==> src/rtl/cpu_pkg.sv <==
// Shared CPU pipeline types: control bundle, ALU op codes, register widths.
// Latency: n/a (types and constants only).
// Backpressure: n/a.
package cpu_pkg;

  localparam int REG_ADDR_W = 5;
  localparam int DATA_W     = 32;
  localparam int CNT_W      = 16;

  localparam logic [1:0] ALUOP_ADD   = 2'b00;  // loads/stores: address add
  localparam logic [1:0] ALUOP_SUB   = 2'b01;  // branches: compare by subtract
  localparam logic [1:0] ALUOP_RTYPE = 2'b10;  // decode from funct field

  typedef struct packed {
    logic       regwrite;
    logic       memread;
    logic       memwrite;
    logic       memtoreg;
    logic       alusrc;
    logic       regdst;
    logic       branch;
    logic [1:0] aluop;
  } ctrl_t;

  typedef enum logic {
    ST_RUN    = 1'b0,
    ST_BUBBLE = 1'b1
  } idex_state_t;

  // Increment that sticks at all-ones instead of wrapping.
  function automatic logic [CNT_W-1:0] sat_inc(input logic [CNT_W-1:0] v);
    return (v == '1) ? v : v + {{(CNT_W-1){1'b0}}, 1'b1};
  endfunction

endpackage

==> src/rtl/id_ex_stage_if.sv <==
// Bundle between decode/upstream control and the ID/EX pipeline register.
// Latency: n/a (wires only).
// Backpressure: hold freezes the stage, stall tells upstream to freeze PC and IF/ID.
// Ports: IFID_* / *_in / ctrl_in / flush / hold / preload go into the stage,
//        IDEX_* / stall / bubble_count come out of it.
interface id_ex_stage_if;
  import cpu_pkg::*;

  logic [REG_ADDR_W-1:0] IFID_reg_rs;
  logic [REG_ADDR_W-1:0] IFID_reg_rt;
  logic [REG_ADDR_W-1:0] IFID_reg_rd;
  logic                  IFID_uses_rt;
  logic [DATA_W-1:0]     reg_read_data_1_in;
  logic [DATA_W-1:0]     reg_read_data_2_in;
  logic [DATA_W-1:0]     sign_ext_imm_in;
  ctrl_t                 ctrl_in;
  logic                  flush;
  logic                  hold;
  // Debug/test hook: overwrite the bubble counter on the next edge.
  logic                  bubble_cnt_preload_vld;
  logic [CNT_W-1:0]      bubble_cnt_preload_dat;

  logic [REG_ADDR_W-1:0] IDEX_reg_rs;
  logic [REG_ADDR_W-1:0] IDEX_reg_rt;
  logic [REG_ADDR_W-1:0] IDEX_reg_rd;
  logic [DATA_W-1:0]     IDEX_read_data_1;
  logic [DATA_W-1:0]     IDEX_read_data_2;
  logic [DATA_W-1:0]     IDEX_imm;
  ctrl_t                 IDEX_ctrl;
  logic                  stall;
  logic [CNT_W-1:0]      bubble_count;

  modport master (
    output IFID_reg_rs, IFID_reg_rt, IFID_reg_rd, IFID_uses_rt,
           reg_read_data_1_in, reg_read_data_2_in, sign_ext_imm_in,
           ctrl_in, flush, hold, bubble_cnt_preload_vld, bubble_cnt_preload_dat,
    input  IDEX_reg_rs, IDEX_reg_rt, IDEX_reg_rd,
           IDEX_read_data_1, IDEX_read_data_2, IDEX_imm, IDEX_ctrl,
           stall, bubble_count
  );

  modport slave (
    input  IFID_reg_rs, IFID_reg_rt, IFID_reg_rd, IFID_uses_rt,
           reg_read_data_1_in, reg_read_data_2_in, sign_ext_imm_in,
           ctrl_in, flush, hold, bubble_cnt_preload_vld, bubble_cnt_preload_dat,
    output IDEX_reg_rs, IDEX_reg_rt, IDEX_reg_rd,
           IDEX_read_data_1, IDEX_read_data_2, IDEX_imm, IDEX_ctrl,
           stall, bubble_count
  );

endinterface

==> src/rtl/hazard_detect.sv <==
// Load-use hazard detection and upstream stall generation.
// Latency: combinational.
// Backpressure: o_stall freezes PC/IF/ID on load-use or hold; flush overrides.
// Ports: i_en (low forces stall off), ID/EX load info, IF/ID sources, flush/hold in;
//        o_lu, o_stall out.
module hazard_detect
  import cpu_pkg::*;
(
  input  logic                  i_en,
  input  logic                  i_idex_memread,
  input  logic [REG_ADDR_W-1:0] i_idex_rt,
  input  logic [REG_ADDR_W-1:0] i_ifid_rs,
  input  logic [REG_ADDR_W-1:0] i_ifid_rt,
  input  logic                  i_ifid_uses_rt,
  input  logic                  i_flush,
  input  logic                  i_hold,
  output logic                  o_lu,
  output logic                  o_stall
);

  // $0 is hard-wired, so a load targeting it never produces a real dependency.
  assign o_lu = i_idex_memread & (i_idex_rt != '0) &
                ((i_idex_rt == i_ifid_rs) | (i_ifid_uses_rt & (i_idex_rt == i_ifid_rt)));

  assign o_stall = i_en & (o_lu | i_hold) & ~i_flush;

endmodule

==> src/rtl/id_ex_stage.sv <==
// ID/EX pipeline register with load-use bubble insertion, flush and hold.
// Latency: 1 cycle from IF/ID inputs to IDEX_* outputs.
// Backpressure: hold freezes all state; stall asks upstream to freeze PC/IF/ID.
// Ports: clk, rst_n (async active-low), bus (id_ex_stage_if.slave) carrying
//        decode inputs, flush/hold, counter preload, IDEX_* outputs, stall, bubble_count.
module id_ex_stage
  import cpu_pkg::*;
(
  input  logic          clk,
  input  logic          rst_n,
  id_ex_stage_if.slave  bus
);

  logic [REG_ADDR_W-1:0] r_reg_rs;
  logic [REG_ADDR_W-1:0] r_reg_rt;
  logic [REG_ADDR_W-1:0] r_reg_rd;
  logic [DATA_W-1:0]     r_read_data_1;
  logic [DATA_W-1:0]     r_read_data_2;
  logic [DATA_W-1:0]     r_imm;
  ctrl_t                 r_ctrl;
  logic [CNT_W-1:0]      r_bubble_count;
  idex_state_t           r_state;

  idex_state_t           w_state_nxt;
  logic                  w_enter_bubble;
  logic                  w_lu;
  logic                  w_stall;

  hazard_detect u_hazard_detect (
    .i_en           (rst_n),
    .i_idex_memread (r_ctrl.memread),
    .i_idex_rt      (r_reg_rt),
    .i_ifid_rs      (bus.IFID_reg_rs),
    .i_ifid_rt      (bus.IFID_reg_rt),
    .i_ifid_uses_rt (bus.IFID_uses_rt),
    .i_flush        (bus.flush),
    .i_hold         (bus.hold),
    .o_lu           (w_lu),
    .o_stall        (w_stall)
  );

  // FSM state register.
  always_ff @(posedge clk or negedge rst_n) begin
    if (!rst_n) begin
      r_state <= ST_RUN;
    end else begin
      r_state <= w_state_nxt;
    end
  end

  // A bubble lasts exactly one edge: it zeroes memread, so lu cannot persist.
  always_comb begin
    w_state_nxt    = ST_RUN;
    w_enter_bubble = 1'b0;
    case (r_state)
      ST_RUN: begin
        if (w_lu & ~bus.hold & ~bus.flush) begin
          w_state_nxt    = ST_BUBBLE;
          w_enter_bubble = 1'b1;
        end
      end
      ST_BUBBLE: begin
        w_state_nxt = ST_RUN;
      end
    endcase
  end

  // Pipeline register: flush > hold > bubble > normal load.
  always_ff @(posedge clk or negedge rst_n) begin
    if (!rst_n) begin
      r_reg_rs      <= '0;
      r_reg_rt      <= '0;
      r_reg_rd      <= '0;
      r_read_data_1 <= '0;
      r_read_data_2 <= '0;
      r_imm         <= '0;
      r_ctrl        <= '0;
    end else if (bus.flush) begin
      // Squashed slot: no controls and no register names, so forwarding
      // and hazard logic downstream can never match on it.
      r_reg_rs      <= '0;
      r_reg_rt      <= '0;
      r_reg_rd      <= '0;
      r_read_data_1 <= bus.reg_read_data_1_in;
      r_read_data_2 <= bus.reg_read_data_2_in;
      r_imm         <= bus.sign_ext_imm_in;
      r_ctrl        <= '0;
    end else if (!bus.hold) begin
      r_reg_rs      <= bus.IFID_reg_rs;
      r_reg_rt      <= bus.IFID_reg_rt;
      r_reg_rd      <= bus.IFID_reg_rd;
      r_read_data_1 <= bus.reg_read_data_1_in;
      r_read_data_2 <= bus.reg_read_data_2_in;
      r_imm         <= bus.sign_ext_imm_in;
      // Bubble: the data rides along but has no effect with all controls off.
      r_ctrl        <= w_lu ? '0 : bus.ctrl_in;
    end
  end

  always_ff @(posedge clk or negedge rst_n) begin
    if (!rst_n) begin
      r_bubble_count <= '0;
    end else if (bus.bubble_cnt_preload_vld) begin
      r_bubble_count <= bus.bubble_cnt_preload_dat;
    end else if (w_enter_bubble) begin
      r_bubble_count <= sat_inc(r_bubble_count);
    end
  end

  assign bus.IDEX_reg_rs      = r_reg_rs;
  assign bus.IDEX_reg_rt      = r_reg_rt;
  assign bus.IDEX_reg_rd      = r_reg_rd;
  assign bus.IDEX_read_data_1 = r_read_data_1;
  assign bus.IDEX_read_data_2 = r_read_data_2;
  assign bus.IDEX_imm         = r_imm;
  assign bus.IDEX_ctrl        = r_ctrl;
  assign bus.stall            = w_stall;
  assign bus.bubble_count     = r_bubble_count;

endmodule

==> src/flat_wrapper.sv <==
// flat-port wrapper written by rule: the top's interface ports become plain ports
module id_ex_stage_flat import cpu_pkg::*;
  (clk, rst_n, bus_IFID_reg_rs, bus_IFID_reg_rt, bus_IFID_reg_rd, bus_IFID_uses_rt, bus_reg_read_data_1_in, bus_reg_read_data_2_in, bus_sign_ext_imm_in, bus_ctrl_in, bus_flush, bus_hold, bus_bubble_cnt_preload_vld, bus_bubble_cnt_preload_dat, bus_IDEX_reg_rs, bus_IDEX_reg_rt, bus_IDEX_reg_rd, bus_IDEX_read_data_1, bus_IDEX_read_data_2, bus_IDEX_imm, bus_IDEX_ctrl, bus_stall, bus_bubble_count);
  id_ex_stage_if bus_i ();
  input  logic clk;
  input  logic rst_n;
  input wire logic [$bits(bus_i.IFID_reg_rs)-1:0] bus_IFID_reg_rs;
  input wire logic [$bits(bus_i.IFID_reg_rt)-1:0] bus_IFID_reg_rt;
  input wire logic [$bits(bus_i.IFID_reg_rd)-1:0] bus_IFID_reg_rd;
  input wire logic [$bits(bus_i.IFID_uses_rt)-1:0] bus_IFID_uses_rt;
  input wire logic [$bits(bus_i.reg_read_data_1_in)-1:0] bus_reg_read_data_1_in;
  input wire logic [$bits(bus_i.reg_read_data_2_in)-1:0] bus_reg_read_data_2_in;
  input wire logic [$bits(bus_i.sign_ext_imm_in)-1:0] bus_sign_ext_imm_in;
  input wire logic [$bits(bus_i.ctrl_in)-1:0] bus_ctrl_in;
  input wire logic [$bits(bus_i.flush)-1:0] bus_flush;
  input wire logic [$bits(bus_i.hold)-1:0] bus_hold;
  input wire logic [$bits(bus_i.bubble_cnt_preload_vld)-1:0] bus_bubble_cnt_preload_vld;
  input wire logic [$bits(bus_i.bubble_cnt_preload_dat)-1:0] bus_bubble_cnt_preload_dat;
  output wire logic [$bits(bus_i.IDEX_reg_rs)-1:0] bus_IDEX_reg_rs;
  output wire logic [$bits(bus_i.IDEX_reg_rt)-1:0] bus_IDEX_reg_rt;
  output wire logic [$bits(bus_i.IDEX_reg_rd)-1:0] bus_IDEX_reg_rd;
  output wire logic [$bits(bus_i.IDEX_read_data_1)-1:0] bus_IDEX_read_data_1;
  output wire logic [$bits(bus_i.IDEX_read_data_2)-1:0] bus_IDEX_read_data_2;
  output wire logic [$bits(bus_i.IDEX_imm)-1:0] bus_IDEX_imm;
  output wire logic [$bits(bus_i.IDEX_ctrl)-1:0] bus_IDEX_ctrl;
  output wire logic [$bits(bus_i.stall)-1:0] bus_stall;
  output wire logic [$bits(bus_i.bubble_count)-1:0] bus_bubble_count;
  assign bus_i.IFID_reg_rs = bus_IFID_reg_rs;
  assign bus_i.IFID_reg_rt = bus_IFID_reg_rt;
  assign bus_i.IFID_reg_rd = bus_IFID_reg_rd;
  assign bus_i.IFID_uses_rt = bus_IFID_uses_rt;
  assign bus_i.reg_read_data_1_in = bus_reg_read_data_1_in;
  assign bus_i.reg_read_data_2_in = bus_reg_read_data_2_in;
  assign bus_i.sign_ext_imm_in = bus_sign_ext_imm_in;
  assign bus_i.ctrl_in = bus_ctrl_in;
  assign bus_i.flush = bus_flush;
  assign bus_i.hold = bus_hold;
  assign bus_i.bubble_cnt_preload_vld = bus_bubble_cnt_preload_vld;
  assign bus_i.bubble_cnt_preload_dat = bus_bubble_cnt_preload_dat;
  assign bus_IDEX_reg_rs = bus_i.IDEX_reg_rs;
  assign bus_IDEX_reg_rt = bus_i.IDEX_reg_rt;
  assign bus_IDEX_reg_rd = bus_i.IDEX_reg_rd;
  assign bus_IDEX_read_data_1 = bus_i.IDEX_read_data_1;
  assign bus_IDEX_read_data_2 = bus_i.IDEX_read_data_2;
  assign bus_IDEX_imm = bus_i.IDEX_imm;
  assign bus_IDEX_ctrl = bus_i.IDEX_ctrl;
  assign bus_stall = bus_i.stall;
  assign bus_bubble_count = bus_i.bubble_count;
  id_ex_stage u_core (.clk(clk), .rst_n(rst_n), .bus(bus_i));
endmodule
==> config.mk <==
export PLATFORM = sky130hd
export DESIGN_NAME = id_ex_stage_flat
export DESIGN_NICKNAME = d
export VERILOG_FILES = /design/src/rtl/cpu_pkg.sv /design/src/rtl/id_ex_stage_if.sv /design/src/rtl/hazard_detect.sv /design/src/rtl/id_ex_stage.sv /design/src/flat_wrapper.sv
export SDC_FILE = /design/constraint.sdc
export NUM_CORES = 1
export LEC_CHECK = 0
export BUFFER_PORTS_ARGS = -buffer_cell sky130_fd_sc_hd__buf_2
export CORE_MARGIN = 10
export CORE_UTILIZATION = 28
export CTS_CLUSTER_DIAMETER = 50
export DETAILED_ROUTE_END_ITERATION = 10
export HOLD_SLACK_MARGIN = 0.06
export PLACE_DENSITY = 0.57
export RECOVER_POWER = 100
export SYNTH_ARGS = -nofsm -noshare
export SYNTH_HDL_FRONTEND = slang
export SYNTH_SLANG_ARGS = --single-unit
==> constraint.sdc <==
create_clock -name clk -period 3.9 [get_ports clk]
set_input_delay 0.195 -clock clk [delete_from_list [all_inputs] [get_ports clk]]
set_output_delay 0.195 -clock clk [all_outputs]
set_load 0.05 [all_outputs]
==> results of run 1 <==
==> synth_stat cells (2+ instances only) <==
cell,number
and4_4,2
a22oi_1,2
xnor2_1,10
buf_2,2
nand4_1,11
a221o_1,4
buf_1,8
nor2b_1,7
nand3_1,19
nand2_1,306
buf_4,4
nor2_1,23
nor3_1,10
mux2i_1,15
dfrtp_1,137
o2111ai_1,2
clkbuf_1,22
a211o_1,3
o21ai_0,5
or4_1,3
a32o_1,9
a31oi_1,2
inv_1,4
and3_1,4
o211a_1,3
==> critical path: stages (launching register included) <==
cell      delay (ns)
dfrtp_1         0.46
xnor2_1         0.19
nand3_1         0.15
o22ai_1         0.20
buf_4           0.24
a21oi_1         0.27
nor3b_1         0.25
clkbuf_1        0.54
==> final cells by class <==
| class | count | area, um^2 | share of cell area |
|---|---|---|---|
| clock inverters | 15 | 156.4 | 0.01707 |
| repair buffers | 415 | 2569 | 0.2804 |
| clock buffers | 17 | 425.4 | 0.04644 |
| multi-input cells | 461 | 2223 | 0.2427 |
| diodes | 1 | 2.502 | 0.0002731 |
| flip-flops and latches | 137 | 3428 | 0.3742 |
| inverters | 5 | 18.77 | 0.002049 |
| well taps | 270 | 337.8 | 0.03688 |
==> power breakdown <==
group / switching [mW] / internal, mW
registers: 0.0873 / 1.54
logic: 0.699 / 0.274
clock network: 0.690 / 0.905
==> flip-flops by register name (all words and copies together) (netlist names) <==
name                         cells
u_core.bus.IDEX_reg_rs           5
u_core.r_state                   1
u_core.bus.IDEX_reg_rd           5
u_core.bus.bubble_count         16
u_core.bus.IDEX_ctrl             9
u_core.bus.IDEX_imm             32
u_core.bus.IDEX_read_data_2     32
u_core.bus.IDEX_read_data_1     32
u_core.bus.IDEX_reg_rt           5
==> final timing paths <==
check / startpoint / end / slack [ns] / cells after the start
worst max register to register: u_core.bus.IDEX_reg_rt[0] / u_core.bus.bubble_count[0] / 1.47 / 5
min in group asynchronous: rst_n / u_core.bus.bubble_count[12] / 0.61 / 2
worst max-delay path: u_core.bus.IDEX_reg_rt[1] / bus_stall / 1.0 / 7
worst min register to register: u_core.bus.IDEX_read_data_2[28] / u_core.bus.IDEX_read_data_2[28] / 0.46 / 2
worst min-delay path: bus_IFID_reg_rt[1] / u_core.bus.IDEX_reg_rt[1] / 0.08 / 3
max in group asynchronous: rst_n / u_core.bus.IDEX_imm[19] / 1.25 / 3
==> what timing repair did <==
item / CTS / global route
endpoints found under the hold margin: 152 / 0
hold buffers: 132 / 0
endpoints found under the setup margin: 0 / 0
==> logic make-up after synthesis <==
group                    share of synthesized area
adder cells (fa/ha/maj)                   0.002145
buffers and inverters                      0.02939
flip-flops                                  0.5877
XOR/XNOR                                   0.01501
multiplexers                               0.02574
AND/OR/NAND/NOR                             0.2819
AO/OA/AOI/OAI                              0.05813
==> cells in the final DEF, fill, tap and decap left out, types with 3 or more instances in the layout <==
master	n
nand2_1	305
clkbuf_1	143
dfrtp_1	137
buf_2	135
dlygate4sd3_1	132
nor2_1	24
nand3_1	19
clkbuf_16	17
mux2i_1	15
nand4_1	11
xnor2_1	10
nor3_1	10
a32o_1	9
nor2b_1	6
o21ai_0	5
inv_1	4
and3_1	4
a221o_1	4
inv_8	4
inv_6	4
buf_4	4
or4_1	3
o211a_1	3
a211o_1	3
clkinv_4	3
==> metrics by stage <==
stage	area, um^2	hold slack, ns	instances	setup WS, ns	power, mW
floorplan	5833	-0.1006	639	0.9545	2.248
global placement	7468	0.05953	1156	1.718	2.544
detailed placement	7468	0.06035	1156	1.674	2.552
CTS	9371	0.06564	1320	1.293	4.283
global route	9161	0.1148	1321	0.6091	4.397
finish	9161	0.07890	1321	0.9959	4.192
==> routing by layer <==
metal,global-route usage,vias to the layer above
li1,-,2884
met3,0.07034,24
met2,0.2591,200
met5,0,-
met1,0.1771,2761
met4,0.04712,0
==> flow_summary.yaml, run 1 <==
logic_synthesis:
  yosys_warnings: 0
  async_reset_ff_frac: 1.000
  syn_avg_cell_area_um2: 9.128
  synth_nets: 782
  synth_top_area_share: 0.5877
  synth_area_um2: 5833
  synth_largest_area_cell: "dfrtp_1"
  ys_seq_area_frac: 0.5877
  synth_edf_count: 0
  synth_top_flop_cell: "dfrtp_1"
  synth-seq-cells: 137
  synthCells: 639
  synth_area_leaders: "dfrtp_1 59%, nand2_1 20%, mux2i_1 2.6%"
  synth_cell_types: 47
worst_setup_path:
  crit_path_max_fanout: 17
  cp-end-kind: "output pin"
  crit_required_ns: 3.70
  cp_data_arrival_time_ns: 2.71
  path_class: "reg2out"
  start_kind: "flop"
sta:
  post-route-period-util: 0.7446
  hold_viol: 0
  drv_slew: 97
  worst_slew_pin_slew_ns: 1.915
  relSlewSlack: -0.2769
  setup_tns_ns: 0
  fin_crit_ns: 2.904
  max_freq_mhz: 344.3
  setup_viol: 0
  fin_worst_skew_ns: 0.007703
  rsz0062_at_grt: "no"
die:
  initial_core_util: 0.2864
  rows: 52
  die-height_um: 164.3
  die_area_um2: 27010
  core_um2: 20360
  die_w_um: 164.3
  ios: 279
cts:
  cts.sinks: 137
  worstSkewPairLatency_ns: 0.41
  postCtsSetupBuffers: 0
  cts_tree: "done"
  post_cts_resized: 0
  htreeDepth: 4
  clkTransAtPathRegs_ns: 0.06
  cts_buffer_depth: 2
  cts-root-buf: "clkbuf_16"
  cts-buffers-inserted: 17
place:
  gp_congestion: 0.7665
  port_buffers: 278
  place_hpwl_um: 14600
final_layout:
  drive_above_1_share: 0.1676
  area_delta_synth_final_pct: 57.06
  nets: 1180
  fillers: 2050
  utilization: 0.4499
route:
  vias_per_cell: 4.443
  met2WireLength_um: 10350
  vias: 5869
  highest_layer: "met4"
  drtIter0Drc: 322
  drc_errors: 0
  wl_met1_um: 8546
  wl_met3_um: 1951
  postRouteAntennaNets: 0
  wl_per_cell_um: 16.07
  first_pass_iters: 4
  drt_wl_total_um: 21220
run:
  max-cap-violations: 1
power:
  irDropWorstVdd_mv: 0.2659
  power_density_nw_per_um2: 457.5
  leakage_nw: 4.475
outcome:
  violations: "max-capacitance violations, max-slew violations"
  status: "complete, but fails checks"
min_path:
  hp-class: "in2reg"
global_routing:
  antenna_found_initial: 1
  grt-ovfl-total: 0
  grt_pass1_wl_um: 33980
  grt_start_max_net_pins: 97
  grt_pass1_vias: 6303
  track_usage: 0.1563
Note: power is estimated with default switching activity, not from simulation.
==> run 2, diff against run 1 <==
--- a/config.mk
+++ b/config.mk
@@ -5,6 +5,7 @@
 export SDC_FILE = /design/constraint.sdc
 export NUM_CORES = 1
 export LEC_CHECK = 0
+export ABC_AREA = 1
 export BUFFER_PORTS_ARGS = -buffer_cell sky130_fd_sc_hd__buf_2
 export CORE_MARGIN = 10
 export CORE_UTILIZATION = 28
==> constraint.sdc (replaced) <==
create_clock -name clk -period 2.77 [get_ports clk]
set_input_delay 0.1385 -clock clk [delete_from_list [all_inputs] [get_ports clk]]
set_output_delay 0.1385 -clock clk [all_outputs]
set_load 0.05 [all_outputs]
==> run 2 against run 1 <==
  * The flow still finishes with violations (max-capacitance violations, max-slew violations)
  * Utilization decreased by 0.61 points
  * Sequential power rose by 42%
  * Worst setup slack worse by 0.51 ns
  * Power up 44%
  * Cell count increased by 7.6%
  * Non-clock buffer count increased by 1
  * Combinational power grew 46%
  * Worst hold slack gained 0.012 ns
  * Synthesized area rose by 2.4%
  * Sequential share of layout area shrank 0.67 points
==> flow_summary.yaml, run 2 <==
cts:
  postCtsSetupBuffers: 0
  cts-buffers-inserted: 17
  ctsHoldBuffers: 133
  clkTransAtPathRegs_ns: 0.07
  htreeDepth: 4
  cts.sinks: 137
  cts-root-buf: "clkbuf_16"
  worstSkewPairLatency_ns: 0.42
  post_cts_resized: 0
  cts_tree: "done"
  cts_buffer_depth: 2
power:
  power_density_nw_per_um2: 646.4
  leakage_nw: 4.773
  irDropWorstVdd_mv: 0.3884
  total_power_mw: 6.029
final_layout:
  nets: 1274
  drive_above_1_share: 0.1774
  layout_common_cells: "416 x nand2_1, 139 x buf_2, 137 x clkbuf_1, 137 x dfrtp_1, 133 x dlygate4sd3_1"
  area_delta_synth_final_pct: 56.16
  fillers: 2142
  utilization: 0.4437
  final_area_um2: 9328
  layout_commonest_cell: "nand2_1"
logic_synthesis:
  ys_seq_area_frac: 0.5739
  synth_fa_ha_area_frac: 0.002095
  synth_top_area_share: 0.5739
  yosys_warnings: 0
  async_reset_ff_frac: 1.000
  syn_avg_cell_area_um2: 8.194
  synth_area_um2: 5973
  synth_edf_count: 0
  synth_compound_area_frac: 0.02765
  synthMuxAreaShare: 0
  synth_top_flop_cell: "dfrtp_1"
  synth_nets: 872
  synthTopCellsByCount: "414 x nand2_1, 137 x dfrtp_1, 34 x nand3_1"
  synth-seq-cells: 137
  synthCells: 729
  post-synth-top-count-cell: "nand2_1"
  yosys.area_share.simple: 0.3320
  synth_top_family_by_area: "simple AND/OR/NAND/NOR gates"
  synth_cell_types: 30
  synthXorXnorAreaFrac: 0.01613
  synth_largest_area_cell: "dfrtp_1"
  synth_area_leaders: "dfrtp_1 57%, nand2_1 26%, nand3_1 2.8%"
sta:
  fin_crit_ns: 2.281
  max_freq_mhz: 438.5
  relSlewSlack: -0.6419
  finalHoldWorstSlack_ns: 0.09090
  rsz0062_at_grt: "no"
  setup_tns_ns: 0
  post-route-period-util: 0.8233
  setup_viol: 0
  worst_slew_pin_slew_ns: 2.463
  drv_slew: 116
  hold_viol: 0
  fin_worst_skew_ns: 0.01062
global_routing:
  grt_start_max_net_pins: 116
  track_usage: 0.1550
  grt-ovfl-total: 0
  grt_pass1_vias: 6629
  antenna_found_initial: 1
  grt_pass1_wl_um: 35310
die:
  ios: 279
  core_um2: 21020
  rows: 53
  die-height_um: 166.1
  die_w_um: 166.1
  die_area_um2: 27580
  initial_core_util: 0.2841
outcome:
  violations: "max-capacitance violations, max-slew violations"
  status: "complete, but fails checks"
worst_setup_path:
  start_kind: "flop"
  cp-end-kind: "output pin"
  path_class: "reg2out"
  crit_path_max_fanout: 10
  cp_data_arrival_time_ns: 2.14
  crit_required_ns: 2.63
route:
  vias: 6110
  drc_errors: 0
  first_pass_iters: 7
  postRouteAntennaNets: 0
  drt_wl_total_um: 21590
  drtIter0Drc: 294
  vias_per_cell: 4.300
  wl_per_cell_um: 15.19
place:
  place_hpwl_um: 14710
  placed_area_um2: 7606
  gp_congestion: 0.8301
  port_buffers: 278
min_path:
  hp-class: "in2reg"
run:
  max-cap-violations: 1
## run 2: metrics by stage
step	instances	worst slack (ns)
after floorplan	729	0.5785
after global placement	1254	0.9721
after detailed placement	1254	0.9343
after CTS	1419	0.4978
after global routing	1420	0.2076
final	1421	0.4894
## run 2: layout make-up
| type | count | area [um^2] | area share |
|---|---|---|---|
| Tap cell | 275 | 344.1 | 0.03689 |
| Clock buffer | 17 | 425.4 | 0.04561 |
| Inverter | 26 | 98.84 | 0.01060 |
| Sequential cell | 137 | 3428 | 0.3675 |
| Antenna cell | 2 | 5.005 | 0.0005366 |
| Multi-Input combinational cell | 533 | 2245 | 0.2406 |
| Timing Repair Buffer | 416 | 2605 | 0.2793 |
| Clock inverter | 15 | 176.4 | 0.01891 |
## run 2: report_power, final
part	internal (mW)	switching [mW]	total (mW)
clock network	1.29	1.03	2.32
logic	0.388	1.03	1.42
registers	2.17	0.130	2.30
total	3.85	2.18	6.03
## run 2: cell families (layout without fill, tap and decap cells)
group / after synthesis / after routing
AND/OR/NAND/NOR: 490 / 490
adder cells (fa/ha/maj): 1 / 1
AO/OA/AOI/OAI: 31 / 31
XOR/XNOR: 11 / 11
flip-flops: 137 / 137
other: 0 / 2
buffers and inverters: 59 / 474
## run 2: worst paths after layout
check	startpoint	to	slack [ns]	cells after the start
max	u_core.bus.IDEX_reg_rt[2]	bus_stall	0.49	11
min	bus_hold	u_core.bus.IDEX_reg_rd[3]	0.09	4
max reg2reg	u_core.bus.bubble_count[1]	u_core.bus.bubble_count[3]	0.50	8
min reg2reg	u_core.bus.IDEX_read_data_1[29]	u_core.bus.IDEX_read_data_1[29]	0.48	2
max in group asynchronous	rst_n	u_core.bus.IDEX_ctrl[5]	0.80	3
min in group asynchronous	rst_n	u_core.bus.IDEX_reg_rt[0]	0.25	2
## run 2: worst max-delay path, cell delays in order (launching register included)
cell and delay [ns]:
dfrtp_1 0.41, inv_2 0.06, nand2_1 0.06, nand2_1 0.06
nor2_1 0.11, nand3_1 0.08, nand2_1 0.14, nand2_1 0.09
nand2_1 0.25, nand2_1 0.08, nor2_1 0.10, clkbuf_2 0.29
## run 2: routing by layer
metal,wire [um],vias to the layer above,global-route usage
met5,0,-,0
met4,435,0,0.05239
met3,1644,26,0.06105
met2,10300,220,0.2523
met1,9211,2812,0.1826
li1,-,3052,-
==> run 3, diff against run 2 <==
--- a/config.mk
+++ b/config.mk
@@ -12,7 +12,7 @@
 export CTS_CLUSTER_DIAMETER = 50
 export DETAILED_ROUTE_END_ITERATION = 10
 export HOLD_SLACK_MARGIN = 0.06
-export PLACE_DENSITY = 0.57
+export PLACE_DENSITY = 0.59
 export RECOVER_POWER = 100
 export SYNTH_ARGS = -nofsm -noshare
 export SYNTH_HDL_FRONTEND = slang
==> constraint.sdc (replaced) <==
create_clock -name clk -period 2 [get_ports clk]
set_input_delay 0.1 -clock clk [delete_from_list [all_inputs] [get_ports clk]]
set_output_delay 0.1 -clock clk [all_outputs]
set_load 0.05 [all_outputs]
==> run 3 against run 2 <==
  * Wire length is essentially flat
  * Utilization grew 1.8 points
  * Die area is the same
  * The run now ends clean
==> flow_summary.yaml, run 3 (synthesis gave the netlist of run 2 again) <==
place:
  port_buffers: 278
  place_inst: 1261
  gp_congestion: 0.7897
  place_hpwl_um: 14680
worst_setup_path:
  start_kind: "flop"
  cp-end-kind: "output pin"
  path_class: "reg2out"
  crit_required_ns: 1.90
  crit_path_max_fanout: 5
  cp_data_arrival_time_ns: 1.77
global_routing:
  track_usage: 0.1539
  grt_pass1_wl_um: 34920
  grt-ovfl-total: 0
  grt_pass1_vias: 6565
  grt_start_max_net_pins: 116
  antenna_found_initial: 0
power:
  pwr-share-clk: 0.370
  leakage_nw: 5.276
  power_frac_seq: 0.382
  p_sw_mw: 3.017
  power.share.switching: 0.3628
  irDropWorstVdd_mv: 0.5037
  power_frac_comb: 0.248
  power_density_nw_per_um2: 856.9
  p_int_mw: 5.299
min_path:
  hp-class: "in2async"
route:
  drt_wl_total_um: 21610
  drtIter0Drc: 327
  postRouteAntennaNets: 0
  vias: 6139
  wl_per_cell_um: 15.03
  vias_per_cell: 4.269
  drc_errors: 0
  first_pass_iters: 4
final_layout:
  drive_above_1_share: 0.3095
  utilization: 0.4616
  antennaDiodeCount: 0
  area_delta_synth_final_pct: 62.46
  fin_cells: 1438
  nets: 1293
  layout_common_cells: "411 x nand2_1, 276 x buf_2, 143 x dlygate4sd3_1"
  layout_commonest_cell: "nand2_1"
sta:
  hold_viol: 0
  relSlewSlack: 0.6141
  post-route-period-util: 0.9325
  drv_slew: 0
  max_freq_mhz: 536.2
  worst_slew_pin_slew_ns: 0.5788
  setup_viol: 0
  rsz0062_at_grt: "yes"
  fin_worst_skew_ns: 0.008092
  fin_crit_ns: 1.865
die:
  core_um2: 21020
  die_w_um: 166.1
  initial_core_util: 0.2841
  die_area_um2: 27580
  die-height_um: 166.1
  ios: 279
  rows: 53
run:
  max-cap-violations: 0
cts:
  cts-root-buf: "clkbuf_16"
  cts.sinks: 137
  clkTransAtPathRegs_ns: 0.07
  worstSkewPairLatency_ns: 0.41
  cts-buffers-inserted: 17
  cts_tree: "done"
  htreeDepth: 4
  cts_buffer_depth: 2
outcome:
  status: "complete, no violations"
run 3: cell count changes in the layout (fill, tap and decap cells not counted), sizes merged:
cell / change
clkinv: -1
buf: +149
bufinv: -1
clkbuf: -140
diode: -2
inv: +2
dlygate4sd3: +10
run 3: path summary, 6_finish.rpt:
check,startpoint,endpoint,slack [ns],cells past startpoint
setup / recovery,u_core.bus.IDEX_reg_rt[0],bus_stall,0.13,10
hold / removal,rst_n,u_core.bus.bubble_count[5],0.12,2
setup reg to reg,u_core.bus.bubble_count[0],u_core.bus.bubble_count[9],0.32,8
hold reg to reg,u_core.bus.IDEX_reg_rd[3],u_core.bus.IDEX_reg_rd[3],0.47,2
max in group asynchronous,rst_n,u_core.bus.IDEX_read_data_2[18],1.07,3
min in group clk,bus_flush,u_core.bus.IDEX_imm[27],0.16,5
run 3: final cells by class:
cell class,count,area (um^2)
fill,1979,11320
sequential,137,3428
clock buffer,17,425.4
timing repair buffer,435,2969
clock inverter,15,151.4
inverter,26,98.84
multi-input combinational,533,2287
tap,275,344.1
run 3: what timing repair did:
| item | 4_1_cts | 5_1_grt |
|---|---|---|
| pin swaps | 0 | 5 |
| hold endpoints to repair | 273 | 0 |
| hold buffers | 143 | 0 |
| setup endpoints to repair | 1 | 1 |
| gates resized for setup | 1 | 9 |
| setup buffers | 0 | 2 |
run 3: routing by layer:
layer	vias up	routed length, um	global-route usage
li1	3081	-	-
met1	2794	9089	0.1821
met2	237	10110	0.2465
met3	27	1968	0.06602
met4	0	444	0.05008
met5	-	0	0
run 3: stage by stage:
step | power [mW] | hold slack, ns | worst slack (ns) | cell area (um^2) | setup TNS (ns)
CTS | 8.408 | 0.1056 | 0.01816 | 9659 | 0
global placement | 5.050 | -0.01959 | 0.3732 | 7649 | 0
finish | 8.316 | 0.1153 | 0.1350 | 9704 | 0
floorplan | 4.439 | -0.1956 | 0.05868 | 5976 | 0
global route | 8.746 | 0.1193 | -0.03926 | 9704 | -0.03926
detailed placement | 5.059 | -0.02330 | 0.3199 | 7649 | 0
run 3: critical path: stages, from the launching register on:
cell and delay [ns]:
dfrtp_1 0.43, nand2_1 0.08, nand2_1 0.05, nor2_1 0.12, nand3_1 0.11, nand2_2 0.08
nand2_2 0.06, nand2_2 0.07, nand2_2 0.06, nor2_4 0.13, buf_8 0.15
run 3: power by group through the flow:
stage               logic (mW)  registers [mW]  clock network [mW]
finish                    2.06            3.18                3.08
global route              2.21            3.21                3.32
CTS                       2.06            3.17                3.17
detailed placement        1.85            3.21                   0
global placement          1.84            3.21                   0
floorplan                0.422            4.02                   0
